[src/rtl/core_ctrl_pkg.sv]
// Shared types for the multicycle control sequencer.
// Holds the sequencer state and instruction-class encodings and the PC step.
package core_ctrl_pkg;

    typedef enum logic [2:0] {
        ST_HALT   = 3'd0,
        ST_FETCH  = 3'd1,
        ST_DECODE = 3'd2,
        ST_EXEC   = 3'd3,
        ST_MEM    = 3'd4,
        ST_WB     = 3'd5
    } seq_state_t;

    typedef enum logic [1:0] {
        OP_ALU    = 2'd0,
        OP_LOAD   = 2'd1,
        OP_STORE  = 2'd2,
        OP_BRANCH = 2'd3
    } op_class_t;

    localparam int unsigned PC_INC = 4;

endpackage

[src/rtl/mc_seq_ctrl_outdec.sv]
// Combinational output decoder for mc_seq_ctrl.
// Ports: state_i, op_i, mem_ready_i, branch_taken_i in; datapath enables,
// memory request, writeback/PC selects and the retire strobe out.
module mc_seq_outdec
    import core_ctrl_pkg::*;
(
    input  seq_state_t state_i,
    input  op_class_t  op_i,
    input  logic       mem_ready_i,
    input  logic       branch_taken_i,
    output logic       mem_req_o,
    output logic       mem_we_o,
    output logic       pc_en_o,
    output logic       pc_sel_o,
    output logic       ir_en_o,
    output logic       ab_en_o,
    output logic       alu_en_o,
    output logic       mdr_en_o,
    output logic       rf_we_o,
    output logic       wb_sel_o,
    output logic       retire_o
);

    always_comb begin
        mem_req_o = 1'b0;
        mem_we_o  = 1'b0;
        pc_en_o   = 1'b0;
        pc_sel_o  = 1'b0;
        ir_en_o   = 1'b0;
        ab_en_o   = 1'b0;
        alu_en_o  = 1'b0;
        mdr_en_o  = 1'b0;
        rf_we_o   = 1'b0;
        wb_sel_o  = 1'b0;
        retire_o  = 1'b0;
        case (state_i)
            ST_FETCH: begin
                mem_req_o = 1'b1;
                if (mem_ready_i) begin
                    ir_en_o = 1'b1;
                    pc_en_o = 1'b1;
                end
            end
            ST_DECODE: ab_en_o = 1'b1;
            ST_EXEC: begin
                alu_en_o = 1'b1;
                if (op_i == OP_BRANCH) begin
                    pc_en_o  = branch_taken_i;
                    pc_sel_o = 1'b1;
                    retire_o = 1'b1;
                end
            end
            ST_MEM: begin
                mem_req_o = 1'b1;
                mem_we_o  = (op_i == OP_STORE);
                if (mem_ready_i) begin
                    // Only loads continue to WB; anything else ends here.
                    if (op_i == OP_LOAD) mdr_en_o = 1'b1;
                    else                 retire_o = 1'b1;
                end
            end
            ST_WB: begin
                rf_we_o  = 1'b1;
                wb_sel_o = (op_i == OP_LOAD);
                retire_o = 1'b1;
            end
            default: ;
        endcase
    end

endmodule

[src/rtl/mc_seq_ctrl.sv]
// Multicycle FETCH/DECODE/EXEC/MEM/WB control sequencer with halt support.
// Ports: clk, rst (async active-low), halt/op/branch/mem_ready in;
// datapath enables, memory request, state_o and retired_cnt_o out.
module mc_seq_ctrl
    import core_ctrl_pkg::*;
#(
    parameter int CNT_W = 32
) (
    input  logic             clk,
    input  logic             rst,
    input  logic             halt_i,
    input  logic [1:0]       op_class_i,
    input  logic             branch_taken_i,
    input  logic             mem_ready_i,
    output logic             mem_req_o,
    output logic             mem_we_o,
    output logic             pc_en_o,
    output logic             pc_sel_o,
    output logic             ir_en_o,
    output logic             ab_en_o,
    output logic             alu_en_o,
    output logic             mdr_en_o,
    output logic             rf_we_o,
    output logic             wb_sel_o,
    output logic             instr_done_o,
    output logic [2:0]       state_o,
    output logic [CNT_W-1:0] retired_cnt_o
);

    seq_state_t       state_q, state_d;
    op_class_t        op_q, op_d;
    logic [CNT_W-1:0] cnt_q, cnt_d;
    logic             retire;

    mc_seq_outdec u_outdec (
        .state_i        (state_q),
        .op_i           (op_q),
        .mem_ready_i    (mem_ready_i),
        .branch_taken_i (branch_taken_i),
        .mem_req_o      (mem_req_o),
        .mem_we_o       (mem_we_o),
        .pc_en_o        (pc_en_o),
        .pc_sel_o       (pc_sel_o),
        .ir_en_o        (ir_en_o),
        .ab_en_o        (ab_en_o),
        .alu_en_o       (alu_en_o),
        .mdr_en_o       (mdr_en_o),
        .rf_we_o        (rf_we_o),
        .wb_sel_o       (wb_sel_o),
        .retire_o       (retire)
    );

    always_comb begin
        state_d = state_q;
        op_d    = op_q;
        cnt_d   = cnt_q;
        case (state_q)
            ST_HALT:   if (!halt_i) state_d = ST_FETCH;
            ST_FETCH:  if (mem_ready_i) state_d = ST_DECODE;
            ST_DECODE: begin
                op_d    = op_class_t'(op_class_i);
                state_d = ST_EXEC;
            end
            ST_EXEC: begin
                case (op_q)
                    OP_ALU:            state_d = ST_WB;
                    OP_LOAD, OP_STORE: state_d = ST_MEM;
                    default:           state_d = state_q;
                endcase
            end
            ST_MEM: begin
                if (mem_ready_i && op_q == OP_LOAD) state_d = ST_WB;
            end
            ST_WB:   state_d = state_q;
            // Illegal codes fall back to a safe idle state.
            default: state_d = ST_HALT;
        endcase
        // Retirement overrides the per-state successor.
        if (retire) begin
            state_d = halt_i ? ST_HALT : ST_FETCH;
            cnt_d   = cnt_q + CNT_W'(1);
        end
    end

    always_ff @(posedge clk or negedge rst) begin
        if (!rst) begin
            state_q <= ST_HALT;
            op_q    <= OP_ALU;
            cnt_q   <= '0;
        end else begin
            state_q <= state_d;
            op_q    <= op_d;
            cnt_q   <= cnt_d;
        end
    end

    assign instr_done_o  = retire;
    assign state_o       = state_q;
    assign retired_cnt_o = cnt_q;

endmodule
[config.mk]
export PLATFORM = sky130hd
export DESIGN_NAME = mc_seq_ctrl
export DESIGN_NICKNAME = d
export VERILOG_FILES = /design/src/rtl/core_ctrl_pkg.sv /design/src/rtl/mc_seq_ctrl_outdec.sv /design/src/rtl/mc_seq_ctrl.sv
export SDC_FILE = /design/constraint.sdc
export NUM_CORES = 1
export LEC_CHECK = 0
export BUFFER_PORTS_ARGS = -buffer_cell sky130_fd_sc_hd__buf_2
export CORE_MARGIN = 2
export CORE_UTILIZATION = 55
export DETAILED_ROUTE_END_ITERATION = 12
export HOLD_SLACK_MARGIN = 0.02
export PLACE_DENSITY = 0.86
export SLEW_MARGIN = 20
export SYNTH_ARGS = -nofsm -noshare
export SYNTH_HDL_FRONTEND = slang
export SYNTH_HIERARCHICAL = 1
export SYNTH_SLANG_ARGS = --single-unit
[constraint.sdc]
create_clock -name clk -period 5.2 [get_ports clk]
set_input_delay 1.04 -clock clk [delete_from_list [all_inputs] [get_ports clk]]
set_output_delay 1.04 -clock clk [all_outputs]
set_load 0.1 [all_outputs]
# Word level (Yosys, flattened, before mapping)
# Index checks and enable logic that the tools add are counted.
[op_classes]
add_sub_neg = 1
n_eq_ne = 13
mux = 25
n_reduce_logical = 6
[op_table]
columns = ["op", "count"]
rows = [
  ["adder 32 x 1 -> 32 bit (second input constant)", 1],
  ["one-hot mux 3 bit (6 select lines)", 1],
  ["two-way mux 1 bit", 17],
  ["two-way mux 3 bit", 4],
  ["!= test 3 bit (second input constant)", 3],
  ["== test 3 x 2 -> 1 bit (second input constant)", 2],
  ["== test 3 bit (second input constant)", 2],
  ["one-hot mux 3 bit (2 select lines)", 1],
  ["AND reduction 5 bit", 1],
  ["== test 2 bit (second input constant)", 2],
  ["!= test 4 bit (second input constant)", 1],
  ["OR reduction 2 bit", 2],
  ["== test 3 x 1 -> 1 bit (second input constant)", 1],
  ["logical NOT 3 bit", 1],
  ["one-hot mux 1 bit (3 select lines)", 1],
  ["== test 2 x 1 -> 1 bit (second input constant)", 1],
  ["logical NOT 2 bit", 1],
  ["!= test 2 bit (second input constant)", 1],
  ["one-hot mux 1 bit (2 select lines)", 1],
  ["logical AND 1 bit", 1],
]
[word_totals]
reg_bits = 37
inputBits = 7
output_inout_bits = 46
wordCells = 48

# Logic depth before layout (Yosys ltp)
# Gate-level depths: netlist of run 1.
[depth]
ltp_word = 6
depth_mapped = 8
mapped_depth_nobuf = 7

# By module
# The synthesis of run 1 kept the hierarchy.
[by_module_without_submodules]
columns = ["module", "instances", "cells_each", "area_each_um2", "seq_area_each_um2"]
rows = [
  ["mc_seq_ctrl", 1, 159, 1752.9, 925.9],
  ["mc_seq_outdec", 1, 24, 126.4, 0.0],
]

# Least setup slack after synthesis of run 1
# Ideal clock, no wire load.
[synth_path]
kind = "register to output"
from = "register state_q[2], in the netlist state_o[2]"
to = "output mem_we_o"
arrival_ps = 4093
t_required_ps = 4160
path_slack_ps = 67
path_stages_with_launch = 3
n_path_buf = 0
path_cell_list = "dfrtp_1 nand2_1 nor4_1"
[synth_between]
elab_chain_cells = 2
[synth_lines]
columns = ["element", "line_no", "source"]
rows = [
  ["start, declared", "mc_seq_ctrl.sv:30", "seq_state_t state_q, state_d;"],
  ["start signal, assigned", "mc_seq_ctrl.sv:91", "state_q <= state_d;"],
  ["== test 3 bit", "mc_seq_ctrl_outdec.sv:36", "case (state_i)"],
  ["two-way mux 1 bit", "mc_seq_ctrl_outdec.sv:36", ""],
  ["end, declared", "mc_seq_ctrl.sv:16", "output logic mem_we_o,"],
]
# Every way passes these cells.

# Final worst setup path of run 1
[layout_path]
from = "register state_q[2], in the netlist state_o[2]"
to = "output instr_done_o"
[layout_between]
elab_chain_cells = 2
word_cells_on_any_way = 4
classes_between = "eq/ne: 3; mux: 1"
[layout_lines]
columns = ["element", "line_no", "source"]
rows = [
  ["== test 3 bit / == test 3 x 2 -> 1 bit (equally long branches)", "mc_seq_ctrl_outdec.sv:36", ""],
  ["one-hot mux 1 bit (3 select lines) *", "mc_seq_ctrl_outdec.sv:36", ""],
  ["end, declared", "mc_seq_ctrl.sv:25", "output logic instr_done_o,"],
]
# Mark *: on every way between the ends. The rest lies on a longest branch, timed or not.

==> results of run 1 <==
state kept, by name, indices dropped and copies added, names as in the netlist:
register	cells
retired_cnt_o	32
state_o	3
op_q	2
kinds of logic (layout without fill, tap and decap cells):
| group | count (synthesis) | in the layout |
|---|---|---|
| buf+inv | 9 | 67 |
| simple gates | 85 | 85 |
| compound gates | 17 | 17 |
| fa+ha+maj | 3 | 3 |
| xor+xnor | 31 | 31 |
| mux | 1 | 1 |
| flops | 37 | 37 |
cells in the final DEF (no fill, tap or decap), drive strengths merged:
| cell type | Yosys | layout |
|---|---|---|
| a211o | 1 | 1 |
| a21oi | 8 | 8 |
| a2bb2oi | 1 | 1 |
| and2 | 1 | 1 |
| and3 | 8 | 8 |
| and4 | 4 | 4 |
| buf | 0 | 53 |
| clkbuf | 2 | 7 |
| dfrtp | 37 | 37 |
| ha | 3 | 3 |
| inv | 7 | 7 |
| mux2 | 1 | 1 |
| nand2 | 16 | 16 |
| nand2b | 5 | 5 |
| nand3 | 10 | 10 |
| nand4 | 17 | 17 |
| nor2 | 9 | 9 |
| nor2b | 2 | 2 |
| nor3 | 6 | 6 |
| nor3b | 2 | 2 |
| nor4 | 4 | 4 |
| o21ai | 5 | 5 |
| o221ai | 1 | 1 |
| o22ai | 1 | 1 |
| or3b | 1 | 1 |
| xnor2 | 26 | 26 |
| xor2 | 5 | 5 |
Yosys cell counts, types with 2 or more instances:
cell	count
a21oi_1	8
and3_1	8
and4_1	4
clkbuf_1	2
dfrtp_1	37
ha_1	3
inv_1	7
nand2_1	16
nand2b_1	4
nand3_1	10
nand4_1	16
nor2_1	9
nor2b_1	2
nor3_1	5
nor3b_1	2
nor4_1	3
o21ai_0	5
xnor2_1	26
xor2_1	5
worst max-delay path, cell delays in order, from the launching register on:
cell and delay (ns):
dfrtp_1 0.51, nand2b_2 0.29, a2bb2oi_1 0.18, o22ai_1 0.15, buf_4 0.22, buf_2 0.45
final timing paths:
| check | to | slack [ns] | cells past startpoint |
|---|---|---|---|
| worst min-delay path | retired_cnt_o[27]$_DFFE_PN0P_ | 0.49 | 1 |
| max in group asynchronous | retired_cnt_o[8]$_DFFE_PN0P_ | 3.91 | 1 |
| worst max-delay path | instr_done_o | 2.02 | 5 |
| min in group asynchronous | retired_cnt_o[11]$_DFFE_PN0P_ | 0.79 | 1 |
| worst min register to register | retired_cnt_o[27]$_DFFE_PN0P_ | 0.49 | 1 |
| worst max register to register | retired_cnt_o[25]$_DFFE_PN0P_ | 2.63 | 8 |
cell type report:
class / count / area share (%)
Tap cell: 46 / 2.56
Sequential cell: 37 / 41.1
Clock buffer: 7 / 2.44
Multi-Input combinational cell: 137 / 40.8
Timing Repair Buffer: 53 / 11.9
Inverter: 7 / 1.17
through the flow:
step | total power (µW) | util, %
2_1_floorplan | 920 | -
3_3_place_gp | 1020 | 66.4
3_5_place_dp | 1030 | 66.4
4_1_cts | 1180 | 68.0
5_1_grt | 1240 | 68.0
6_report | 1170 | 68.0
layer usage:
layer,vias to the layer above,global-route usage (%),wire length [µm]
li1,774,-,-
met1,742,27.7,1680
met2,35,35.6,1800
met3,6,6.31,173
met4,0,7.78,57
met5,-,0,0
power groups by stage:
stage	Sequential (µW)	Combinational [µW]	Clock, µW
after floorplan	590	331	0
after global placement	404	617	0
after detailed placement	404	623	0
after CTS	399	626	152
after global routing	411	661	169
final	399	624	148
==> results.cfg, run 1 <==
[status]
status = completed

[global_route]
grt_max_degree = 38
grtUsageTotal_pct = 21.8
grt_pass1_wl_um = 6680
grt_pass1_vias = 1481
antenna_found_initial = 0
grt_remaining_overflow = 0

[synthesis]
synth.area.mux_share_pct = 0.599
synth_cell_types = 30
synth_compound_area_share_pct = 5.19
synth_adder_area_share_pct = 2.00
yosys.area.top_type = dfrtp_1
synth_edf_count = 0
syn_area_um2 = 1880
syn_inst = 183
synth_fp_nets = 193
synth_top_family_by_area = simple AND/OR/NAND/NOR gates
synth_xor_xnor_area_share_pct = 14.4
synthSimpleGateAreaFrac_pct = 26.7
synth_top_area_share_pct = 49.3
avgSynthCellArea_um2 = 10.3
synthTopCellsByArea = dfrtp_1, xnor2_1, nand4_1, nand2_1, and3_1
async_flop_share_pct = 100
ys_ff_latch = 37
yosysWarnings = 6
synth-main-ff-cell = dfrtp_1
ys_seq_area_share_pct = 49.3

[placement]
dp_cells = 280
pre_cts_slack_ns = 2.08
io_buffers = 52
hpwl_um = 2730
gp_congestion = 0.809
dpl_cell_area_um2 = 2200

[sta]
worst_pin_slew_ns = 0.799
hold_ws_ns = 0.489
min_period_over_period_pct = 61.2
slew_violations = 0
setup-tns-final_ns = 0
post-route-min-period_ns = 3.18
fin_skew_ns = 0.00506
fin_ws_ns = 2.02
hold_viol = 0
setup_viol = 0
rsz0062_at_grt = no
slew_headroom_pct = 46.7
max_freq_mhz = 314

[routing]
via_per_inst = 5.43
ant_nets = 0
wirelength_um = 3710
via_count = 1557
drc = 0
drt-pass1-iter-count = 4
drt_first_iter_violations = 108
wl_per_cell_um = 12.9

[worst_setup_path]
critical_path_class = flip-flop to primary output
crit_fanout = 13
cp.required_ns = 4.16
cp-start-kind = flip-flop
crit_path_end_kind = primary output
arrival_ns = 2.14
reg2reg_from = state_o[2]$_DFFE_PN0P_
cp-startpoint = state_o[2]$_DFFE_PN0P_

[final_layout]
drive_gt1_share_pct = 27.0
area.growth.synth_to_final_pct = 19.8
multi_input_area_um2 = 920
diodes = 0
seq_area_um2 = 926
stdcell_count = 287
final_nets = 251
postLayoutCellArea_um2 = 2250
fillCellCount = 279

[clocking]
hold_buffers = 0
cts.path.max_buffers = 2
cts_made_buffers = 5
post_cts_buffers = 0
cts.sinks = 37
insertion_delay_ns = 0.33
root_buffer = clkbuf_4
cts_resized = 0
cts.clk_slew.worst_paths_ns = 0.10
cts-htree-levels = 2
tritoncts = built

[power_and_ir_drop]
peakVddDrop_uv = 379
p_clk_share_pct = 12.7
powerDensity_nw_per_um2 = 520
power_frac_comb_pct = 53.3
intPower_uw = 512
p_seq_share_pct = 34.0
p_leak_uw = 0.00113
p_sw_share_pct = 56.3
switchingPower_uw = 659

[hold_path]
hold_path_class = flip-flop to flip-flop
hp-start = retired_cnt_o[27]$_DFFE_PN0P_

[floorplanning]
ioPinCount = 53
core_area_um2 = 3310
initial_core_util_pct = 56.8
fp.dieArea_um2 = 3900
rows = 21
die_h_um = 62.5
die_w_um = 62.5

[flow_run]
maxCapViolCount = 0
No activity file was read; power rests on OpenSTA's default activity.
==> run 2: changes to the inputs <==
Settings changed: ABC_AREA set to 1, CORE_UTILIZATION 55 to 53, PLACE_DENSITY 0.86 to 0.81.
Clock period 5.2 ns to 3 ns, I/O delays scaled along.
==> results.cfg, run 2 <==
[floorplanning]
ioPinCount = 53
core_area_um2 = 4030
initial_core_util_pct = 55.2
rows = 23
fp.dieArea_um2 = 4730
die_h_um = 68.8
die_w_um = 68.8

[routing]
drt-pass1-iter-count = 4
wirelength_um = 4790
via_count = 1986
wl_per_cell_um = 12.2
ant_nets = 0
drc = 0
via_per_inst = 5.05
drt_first_iter_violations = 130

[placement]
hpwl_um = 3630
io_buffers = 52
gp_congestion = 0.925
dp_cells = 385
pre_cts_slack_ns = 0.823

[worst_setup_path]
crit_path_end_kind = primary output
crit_fanout = 9
cp.required_ns = 2.40
critical_path_class = flip-flop to primary output
cp-start-kind = flip-flop
arrival_ns = 1.74

[final_layout]
largest_reg_flops = 32
final_util_pct = 67.0
diodes = 0
final_common_cell = nand2_1
final_nets = 352
area.growth.synth_to_final_pct = 21.4
stdcell_count = 393
final_cell_mix = nand2_1, buf_2, dfrtp_1
drive_gt1_share_pct = 25.9

[sta]
setup-tns-final_ns = 0
max_freq_mhz = 427
slew_headroom_pct = 44.4
worst_pin_slew_ns = 0.835
hold_viol = 0
fin_ws_ns = 0.656
fin_skew_ns = 0.00959
hold_ws_ns = 0.404
slew_violations = 0
min_period_over_period_pct = 78.1
post-route-min-period_ns = 2.34
setup_viol = 0
rsz0062_at_grt = no

[synthesis]
avgSynthCellArea_um2 = 7.86
ys_ff_latch = 37
synth.most_common_cell = nand2_1
ys_seq_area_share_pct = 41.6
synth_cell_types = 23
yosys.area.top_type = dfrtp_1
syn_area_um2 = 2220
yosysWarnings = 6
synth_fp_nets = 293
async_flop_share_pct = 100
synth_common_cells = nand2_1, dfrtp_1, inv_1
syn_inst = 283
synthTopCellsByArea = dfrtp_1, nand2_1, inv_1, xor2_1, nor2_1
synth-main-ff-cell = dfrtp_1
synth_top_area_share_pct = 41.6
synth_edf_count = 0

[clocking]
root_buffer = clkbuf_8
cts-htree-levels = 2
cts_made_buffers = 5
insertion_delay_ns = 0.29
post_cts_buffers = 0
cts_resized = 0
cts.sinks = 37
tritoncts = built
cts.path.max_buffers = 2
hold_buffers = 0
cts.clk_slew.worst_paths_ns = 0.08

[flow_run]
maxCapViolCount = 0

[global_route]
grt_remaining_overflow = 0
grt_pass1_wl_um = 7470
grtUsageTotal_pct = 21.6
grt_pass1_vias = 1693
antenna_found_initial = 0
grt_max_degree = 38

[power_and_ir_drop]
peakVddDrop_uv = 680
powerDensity_nw_per_um2 = 885
p_leak_uw = 0.00154

[status]
status = completed

[hold_path]
hold_path_class = input port to asynchronous set/reset pin
[run 2: final timing paths]
kind	from	end	slack, ns	depth (start not counted)
max reg2reg	state_o[1]$_DFFE_PN0P_	retired_cnt_o[31]$_DFFE_PN0P_	1.11	10
min	rst	op_q[1]$_DFFE_PN0N_	0.40	1
max	state_o[1]$_DFFE_PN0P_	instr_done_o	0.66	4
min in group clk	retired_cnt_o[2]$_DFFE_PN0P_	retired_cnt_o[2]$_DFFE_PN0P_	0.52	1
min reg2reg	retired_cnt_o[2]$_DFFE_PN0P_	retired_cnt_o[2]$_DFFE_PN0P_	0.52	1
max in group asynchronous	rst	state_o[1]$_DFFE_PN0P_	2.03	1
[run 2: kinds of logic after synthesis]
group / share of synthesized area [%]
and+or+nand+nor: 41.8
DFF: 41.6
buffers and inverters: 5.74
xor gates and xnor gates: 7.48
AOI/OAI and AO/OA: 1.63
adders and majority gates: 1.69
[run 2: area by class of cell]
type | instances | area (µm²)
multi-input combinational | 212 | 1200
clock inverter | 1 | 30.0
inverter | 34 | 128
timing repair buffer | 52 | 260
tap | 50 | 62.6
fill | 347 | 1330
sequential | 37 | 928
clock buffer | 7 | 86.3
[run 2: metrics by stage]
| stage | cell area, µm² | total power, µW |
|---|---|---|
| global route | 2700 | 2520 |
| detailed placement | 2580 | 1950 |
| global placement | 2580 | 1920 |
| floorplan | 2260 | 1750 |
| finish | 2700 | 2390 |
| CTS | 2700 | 2400 |
[run 2: critical path: stages, from the launching register on]
cell and delay [ns]:
dfrtp_2 0.47, inv_1 0.15, nand3_1 0.19, nand3_4 0.19
buf_2 0.44
[run 2: metal layers]
metal	GRT usage (%)	vias to the layer above	wire length, µm
li1	-	1008	-
met1	27.2	914	2140
met2	36.5	55	2320
met3	5.36	9	261
met4	6.62	0	70
met5	0	-	0
[run 2: where the power goes]
part	switching (µW)	internal (µW)
clock network	181	271
registers	112	568
logic	1030	225
total	1330	1060
==> run 3: changes to the inputs <==
Settings changed: CORE_UTILIZATION 53 to 48, PLACE_DENSITY 0.81 to 0.78.
Clock period 3 ns to 1.92 ns, I/O delays scaled along.
==> results.cfg, run 3 (same netlist as run 2, synthesis figures left out) <==
[status]
status = completed

[final_layout]
final_cell_mix = nand2_1, buf_2, dfrtp_1
postLayoutCellArea_um2 = 3100
largest_reg_flops = 32
fillCellCount = 333
multi_input_area_um2 = 1280
final_nets = 374
seq_area_um2 = 937
area.growth.synth_to_final_pct = 39.4
diodes = 0
final_common_cell = nand2_1
final_util_pct = 70.3
drive_gt1_share_pct = 32.9

[routing]
drt-pass1-iter-count = 4
wirelength_um = 5490
ant_nets = 0
drt_first_iter_violations = 127
drc = 0
via_per_inst = 5.19
wl_per_cell_um = 13.2
via_count = 2163

[worst_setup_path]
crit_end = instr_done_o
crit_path_end_kind = primary output
arrival_ns = 1.51
r2r_setup_slack_ns = 0.03
cp.required_ns = 1.54
cp-startpoint = state_o[1]$_DFFE_PN0P_
reg2regPathDepth = 10
crit_fanout = 7
cp-start-kind = flip-flop
r2r_end = retired_cnt_o[15]$_DFFE_PN0P_
reg2reg_from = state_o[2]$_DFFE_PN0P_
critical_path_class = flip-flop to primary output

[floorplanning]
rows = 24
ioPinCount = 53
die_h_um = 72.1
die_w_um = 72.1
fp.dieArea_um2 = 5200
initial_core_util_pct = 50.4
core_area_um2 = 4410

[clocking]
insertion_delay_ns = 0.30
cts-htree-levels = 2
cts.sinks = 37
cts_made_buffers = 5
root_buffer = clkbuf_8
cts.path.max_buffers = 2
tritoncts = built
cts.clk_slew.worst_paths_ns = 0.08
hold_buffers = 0

[global_route]
grtUsageTotal_pct = 21.1
grt_remaining_overflow = 0
grt_pass1_wl_um = 8710
grt_pass1_vias = 1926
antenna_found_initial = 0
grt_max_degree = 25

[sta]
slew_headroom_pct = 63.7
post-route-min-period_ns = 1.90
fin_skew_ns = 0.00978
max_freq_mhz = 527
slew_violations = 0
min_period_over_period_pct = 98.9
worst_pin_slew_ns = 0.545
rsz0062_at_grt = yes
hold_viol = 0
setup_viol = 0

[power_and_ir_drop]
p_leak_uw = 0.00172
peakVddDrop_uv = 880
powerDensity_nw_per_um2 = 1390
total_power_uw = 4300

[hold_path]
hold_path_class = input port to asynchronous set/reset pin

[placement]
gp_congestion = 0.838
dpl_cell_area_um2 = 2800
io_buffers = 52
hpwl_um = 3960

[flow_run]
maxCapViolCount = 0
==> run 3: layout make-up <==
class / count / area share, %
Clock inverter: 2 / 1.21
Inverter: 34 / 4.11
Sequential cell: 37 / 30.2
Timing Repair Buffer: 74 / 18.6
Multi-Input combinational cell: 212 / 41.1
Tap cell: 52 / 2.10
Clock buffer: 6 / 2.66
==> run 3: routing by layer <==
| metal | vias up | track usage (%) | wire length, µm |
|---|---|---|---|
| met5 | - | 0 | 0 |
| li1 | 1054 | - | - |
| met2 | 54 | 34.5 | 2710 |
| met1 | 1049 | 28.3 | 2450 |
| met4 | 0 | 6.29 | 61 |
| met3 | 6 | 4.72 | 265 |
==> run 3: worst min path at each step <==
stage                     from                           end  slack (ns)  cells after the start
after detailed placement   rst  retired_cnt_o[0]$_DFFE_PN0P_        0.40                      1
after CTS                  rst           op_q[0]$_DFFE_PN0N_        0.07                      1
after global routing       rst           op_q[0]$_DFFE_PN0N_        0.11                      1
after global placement     rst  retired_cnt_o[0]$_DFFE_PN0P_        0.39                      1
final                      rst           op_q[0]$_DFFE_PN0N_        0.07                      1
after floorplan            rst           op_q[0]$_DFFE_PN0N_        0.09                      0
==> run 3: worst max-delay path, stage by stage, from the launching register on <==
cell and delay, ns:
dfrtp_4 0.50, buf_4 0.15, nand2_4 0.06, nor2_4 0.04
nand2_2 0.08, nand3_4 0.16, buf_12 0.21
==> run 3: timing repair <==
item                                    CTS  global route
endpoints found under the setup margin    6            20
gates resized for setup                   4            13
pin swaps                                 3            21
buffers inserted                          4            13
==> run 3: through the flow <==
stage | std cells | hold WS (ns) | worst slack [ns] | TNS, ns
floorplan | 283 | 0.0884 | -0.716 | -21.99
global placement | 393 | 0.394 | 0.120 | 0
detailed placement | 393 | 0.398 | 0.0465 | 0
CTS | 404 | 0.0745 | -0.0574 | -0.0936
global route | 417 | 0.106 | -0.0655 | -0.599
finish | 417 | 0.0658 | 0.0211 | 0
==> run 3: power breakdown <==
part / total [µW] / switching, µW / internal, µW
registers: 1060 / 159 / 902
clock network: 715 / 292 / 422
logic: 2520 / 1800 / 718
